<file path="src/rtl/roberto_sonar.sv">
// Three-channel HC-SR04 ranging controller with ASCII distance report over UART.
// Define ROBERTO_CRLF_EN to append CR/LF to each report.
module roberto_sonar #(
  parameter int CLK_HZ      = 50_000_000,
  parameter int BAUD_DIV    = CLK_HZ / 115_200,
  parameter int TRIG_CYC    = CLK_HZ / 100_000,
  parameter int CM_CYC      = CLK_HZ / 17_000,
  parameter int TIMEOUT_CYC = (CLK_HZ / 1000) * 60
) (
  input  logic clock,
  input  logic reset,
  input  logic ligar,
  input  logic echo1,
  input  logic echo2,
  input  logic echo3,
  output logic trigger1,
  output logic trigger2,
  output logic trigger3,
  output logic saida_serial,
  output logic pronto
);

  localparam int BW = $clog2(BAUD_DIV);
  localparam int TW = $clog2(TIMEOUT_CYC);
  localparam int SW = $clog2(CM_CYC);

  localparam logic [2:0] S_IDLE = 3'd0;
  localparam logic [2:0] S_TRIG = 3'd1;
  localparam logic [2:0] S_MEAS = 3'd2;
  localparam logic [2:0] S_CONV = 3'd3;
  localparam logic [2:0] S_SEND = 3'd4;
  localparam logic [2:0] S_DONE = 3'd5;

`ifdef ROBERTO_CRLF_EN
  localparam logic [3:0] LAST = 4'd13;
`else
  localparam logic [3:0] LAST = 4'd11;
`endif

  logic [2:0]    state;
  logic [TW-1:0] tcnt;
  logic [2:0]    e_s1, e_s, e_p;
  logic [2:0]    armed, done;
  logic [2:0]    fall, done_n;
  logic [11:0]   bcd [3];
  logic [SW-1:0] sub [3];
  logic [3:0]    idx, sel_idx, bitc;
  logic [BW-1:0] baud;
  logic [9:0]    sh;
  logic [11:0]   v;
  logic [7:0]    tx_byte;

  function automatic logic [11:0] bcd_inc(input logic [11:0] x);
    logic [11:0] r;
    r = x;
    if (x != 12'h999) begin
      if (x[3:0] != 4'd9) begin
        r[3:0] = x[3:0] + 4'd1;
      end else begin
        r[3:0] = 4'd0;
        if (x[7:4] != 4'd9) begin
          r[7:4] = x[7:4] + 4'd1;
        end else begin
          r[7:4]  = 4'd0;
          r[11:8] = x[11:8] + 4'd1;
        end
      end
    end
    return r;
  endfunction

  assign trigger1     = (state == S_TRIG);
  assign trigger2     = (state == S_TRIG);
  assign trigger3     = (state == S_TRIG);
  assign pronto       = (state == S_DONE);
  assign saida_serial = (state == S_SEND) ? sh[0] : 1'b1;

  // A channel only arms after seeing its echo low, so stale highs are skipped
  assign fall   = armed & e_p & ~e_s;
  assign done_n = done | fall;

  assign sel_idx = (state == S_CONV) ? 4'd0 : idx + 4'd1;

  always_comb begin
    v = bcd[0];
    unique case (sel_idx[3:2])
      2'd0:    v = bcd[0];
      2'd1:    v = bcd[1];
      default: v = bcd[2];
    endcase
    tx_byte = 8'h23;
    unique case (sel_idx[1:0])
      2'd0:    tx_byte = {4'h3, v[11:8]};
      2'd1:    tx_byte = {4'h3, v[7:4]};
      2'd2:    tx_byte = {4'h3, v[3:0]};
      default: tx_byte = 8'h23;
    endcase
`ifdef ROBERTO_CRLF_EN
    if (sel_idx == 4'd12) tx_byte = 8'h0D;
    if (sel_idx == 4'd13) tx_byte = 8'h0A;
`endif
  end

  always_ff @(posedge clock or negedge reset) begin
    if (!reset) begin
      state <= S_IDLE;
      tcnt  <= '0;
      e_s1  <= '0;
      e_s   <= '0;
      e_p   <= '0;
      armed <= '0;
      done  <= '0;
      for (int i = 0; i < 3; i++) begin
        bcd[i] <= '0;
        sub[i] <= '0;
      end
      idx  <= '0;
      bitc <= '0;
      baud <= '0;
      sh   <= '1;
    end else begin
      e_s1 <= {echo3, echo2, echo1};
      e_s  <= e_s1;
      e_p  <= e_s;
      unique case (state)
        S_IDLE: begin
          if (ligar) begin
            state <= S_TRIG;
            tcnt  <= '0;
            done  <= '0;
            for (int i = 0; i < 3; i++) begin
              bcd[i] <= '0;
              sub[i] <= SW'(CM_CYC / 2);
            end
          end
        end
        S_TRIG: begin
          tcnt  <= tcnt + 1'b1;
          armed <= ~e_s;
          if (tcnt == TW'(TRIG_CYC - 1)) state <= S_MEAS;
        end
        S_MEAS: begin
          tcnt  <= tcnt + 1'b1;
          armed <= armed | ~e_s;
          done  <= done_n;
          // Sub-counter starts at half a centimetre, giving round-to-nearest
          for (int i = 0; i < 3; i++) begin
            if (armed[i] && e_s[i] && !done[i]) begin
              if (sub[i] == SW'(CM_CYC - 1)) begin
                sub[i] <= '0;
                bcd[i] <= bcd_inc(bcd[i]);
              end else begin
                sub[i] <= sub[i] + 1'b1;
              end
            end
          end
          if ((&done_n) || (tcnt == TW'(TIMEOUT_CYC - 1))) begin
            state <= S_CONV;
            for (int i = 0; i < 3; i++) begin
              if (!done_n[i]) bcd[i] <= 12'h999;
            end
          end
        end
        S_CONV: begin
          sh    <= {1'b1, tx_byte, 1'b0};
          idx   <= '0;
          bitc  <= '0;
          baud  <= '0;
          state <= S_SEND;
        end
        S_SEND: begin
          if (baud == BW'(BAUD_DIV - 1)) begin
            baud <= '0;
            if (bitc == 4'd9) begin
              if (idx == LAST) begin
                state <= S_DONE;
              end else begin
                idx  <= idx + 1'b1;
                sh   <= {1'b1, tx_byte, 1'b0};
                bitc <= '0;
              end
            end else begin
              bitc <= bitc + 1'b1;
              sh   <= {1'b1, sh[9:1]};
            end
          end else begin
            baud <= baud + 1'b1;
          end
        end
        S_DONE:  state <= S_IDLE;
        default: state <= S_IDLE;
      endcase
    end
  end

endmodule

</file>
<file path="config.mk">
export PLATFORM = sky130hd
export DESIGN_NAME = roberto_sonar
export DESIGN_NICKNAME = d
export VERILOG_FILES = /design/src/rtl/roberto_sonar.sv
export SDC_FILE = /design/constraint.sdc
export NUM_CORES = 1
export LEC_CHECK = 0
export BUFFER_PORTS_ARGS = -buffer_cell sky130_fd_sc_hd__buf_2
export CAP_MARGIN = 40
export CORE_UTILIZATION = 30
export CTS_CLUSTER_SIZE = 24
export DETAILED_ROUTE_END_ITERATION = 6
export PLACE_DENSITY = 0.49
export SETUP_SLACK_MARGIN = 0.5
export SYNTH_ARGS = -nofsm -noshare
export SYNTH_HDL_FRONTEND = slang
export SYNTH_SLANG_ARGS = --single-unit
</file>
<file path="constraint.sdc">
create_clock -name clock -period 2.36 [get_ports clock]
set_input_delay 0.236 -clock clock [delete_from_list [all_inputs] [get_ports clock]]
set_output_delay 0.236 -clock clock [all_outputs]
set_load 0.02 [all_outputs]
</file>
==> metrics.md <==
| Metric | Value |
|---|---|
| Status | finished clean |
| Tmin final | 2.18 ns |
| DP HPWL | 15,600 um |
| Fill count | approximately 2,400 |
| Sw power | about 1.3 mW |
| TNS Setup | 0 ns |
| Post-synth EDFFs | 0 |
| Total routed wirelength | 27,500 um |
| Number of remaining DRC errors | 0 |
| Pre-antenna DRT Iters | 5 |
| Via/cell ratio | between 5 and 6 |
| 1st-iter DRT viols | around 420 |
| Nets | 1,224 |
| Std-Cell Rows | 60 |
| Pwr dens | a little over 400 mW/mm^2 |
| Register area share after synthesis | 0.421 |
| H-tree depth | 4 |
| Port Buf Inserts | 10 |
| Worst setup SP type | flop |
| Max transition margin | 0.630 |
| Clock tree root buffer cell | clkbuf_16 |
| Mean routed wirelength per cell | about 18 um |
| Worst Hold Class | in -> async |
| Sink Count | approximately 140 |
| Layout area overhead | 59.2% |
| Synth Register Bits | 138 |
| Internal | 4.05 mW |
| Leak | between 5 and 6 nW |
| Place WS | approximately 0.10 ns |
| Total vias in the final route | roughly 8,300 |
| F_max | approximately 460 MHz |
| Clock slew at reported path FFs | 0.07 ns |
| Synth top cells by count | dfrtp_1, nand2_1, o21ai_0, nor2_1, a21oi_1 |
| Top Family by Delay on Critical Path | simple AND/OR/NAND/NOR gates |
| Clock Latency Late Sink | 0.43 ns |
| Power share of the sequential group | 0.451 |
| Vias in the first global route | slightly below 8,000 |
| CP Class | reg -> reg |
| Top Usage Layer GRT | met2 |
| Number of diodes | 0 |
| GP Congestion | roughly 0.82 |
| Die width | about 170 um |
| IO Count | 11 |
| Most frequent cell after synthesis | dfrtp_1 |
| Grt met3 use | 0.0286 |
| Initial antenna violation count | 0 |
| Final Max Tran Viols | 0 |
| Critical-path cell list | inv_2 > ha_4 > nand4b_1 > or3_4 > or4_4 > o21ai_2 > o211ai_1 > a22o_1 |
| Main flop type after synthesis | dfrtp_1 |
| Critical path buffers and inverters | 1 |
| Critical Path End Type | flop |
| Final Setup Violations | 0 |
| Power share of the clock group | 0.532 |
| Synthesized area per cell | between 8 and 9 um^2 |
| Chip Height | around 170 um |
| Net Count, Synth | between 900 and 1,000 |
| Distinct cells, synth | 84 |
| Worst R2R Path Depth | 8 |
| Hold Slack | 0.331 ns |
| CTS tree | built |
| Clock buffer count from CTS | 17 |
| Setup Skew | 0.0102 ns |
| Synth Cell Area | a little over 0.008 mm^2 |
| Period Utilization, post-route | 0.925 |
| Clock buffer depth | 2 |
| Switching Share | 0.237 |
| Unrepaired setup endpoints after global routing | true |
| CP max FO | 3 |
| Antenna-violating nets left | 0 |
| CP max-delay cell | or4_4 |
| CORE AREA | between 0.02 and 0.03 mm^2 |
| Req. time, crit path | roughly 2.7 ns |
| Combinational share of power | 0.017 |
| Max rail drop VDD | 0.000359 V |
| Critical Path Source | sub[1] |
| M1 GR Usage | 0.242 |
| Die Area | roughly 0.028 mm^2 |
| Max_cap viols | 0 |
| GRT met2 Usage | 0.307 |
| Worst-Margin Slew | about 0.55 ns |
| Hold Violations, Final | 0 |
| Synth warn | 0 |
| Layout cells sized above 1 | 0.448 |
| Leading area contributor after synthesis | dfrtp_1 |
| Initial core utilization | 0.305 |
| Beginning of the worst register-to-register path | sub[1] |
| Largest net degree at the start of global routing | 52 |
| First-pass GRT wire length | 41,300 um |
| Global Route Usage Sum | 0.186 |
| CP arrival | between 2 and 3 ns |
| Area contributors post-synth | dfrtp_1, o21ai_0, nand2_1 |
| Top cell type's share of synthesized area | 0.393 |
| Total grt overflow | 0 |
| Post-synth ARST share | 1.00 |
| Largest stage delay on the critical path | around 0.52 ns |
| Gate Count Post-Synth | 932 |
| Stages on the worst setup path | 8 |
| Post-route setup slack | 0.176 ns |
-- final timing paths --
path,endpoint,slack (ns)
min in group clock,e_s[2],0.35
hold reg to reg,e_s[2],0.35
setup / recovery,bcd[7],0.18
setup reg to reg,bcd[7],0.18
max in group asynchronous,sh[3],1.32
hold / removal,baud[6],0.33
-- cells by family (layout without fill, tap and decap cells) --
kind of cell             after synthesis  after routing  synth area share
AO/OA/AOI/OAI                        270            270             0.206
XOR/XNOR                              24             25            0.0256
adder cells (fa/ha/maj)               30             30            0.0456
buffers and inverters                 67            333            0.0354
flip-flops                           138            138             0.421
multiplexers                           8              8           0.00989
AND/OR/NAND/NOR                      395            397             0.256
-- per-layer routing --
layer	routed length [um]	share of wire
met2	13400	0.49
met3	958	0.035
met1	12400	0.45
met5	0	0
met4	753	0.027
-- cells in the final DEF (no fill, tap or decap), types with 24 or more instances in the layout --
cell type  count
o21ai_0       43
nand4_1       24
a21oi_1       40
nand2_1       93
dfrtp_1      123
o21ai_1       30
nor2_1        61
nand3_1       38
a21oi_2       28
ha_1          25
buf_6         74
buf_4        158
-- repair_timing --
action,4_1_cts,5_1_grt
gates resized for setup,144,232
hold buffers,4,0
hold endpoints to repair,52,0
gates cloned,6,9
buffers inserted,111,76
pin swaps,69,108
setup endpoints to repair,99,107
-- registers in the layout (all words and copies together), names as in the netlist, 4 cells and up --
register  flops
idx           4
bcd          36
sh            9
baud          9
sub          36
tcnt         22
bitc          4
-- power by group through the flow --
stage	logic [mW]	clock network [mW]	registers, mW
floorplan	0.0156	0	2.44
global placement	0.0875	0	2.44
detailed placement	0.0870	0	2.44
CTS	0.0950	2.87	2.40
global route	0.107	3.00	2.40
finish	0.0923	2.82	2.40
-- stage by stage --
step                       util  instances  area [um^2]  total power, mW
final                     0.486       1542        13100             5.31
after global routing      0.486       1542        13100             5.50
after CTS                 0.423       1457        11400             5.36
after detailed placement  0.341       1304         9190             2.53
after global placement    0.341       1304         9190             2.53
after floorplan               -        932         8460             2.45
-- area by class of cell --
type                            instances  area [um^2]  area share
Multi-Input combinational cell        730         5840       0.446
Sequential cell                       138         3470       0.265
Timing Repair Buffer                  270         2620       0.200
Clock buffer                           19          453      0.0346
Tap cell                              341          427      0.0326
Clock inverter                         13          156      0.0119
Inverter                               31          124     0.00946
Power figures use the tool's default switching activity.
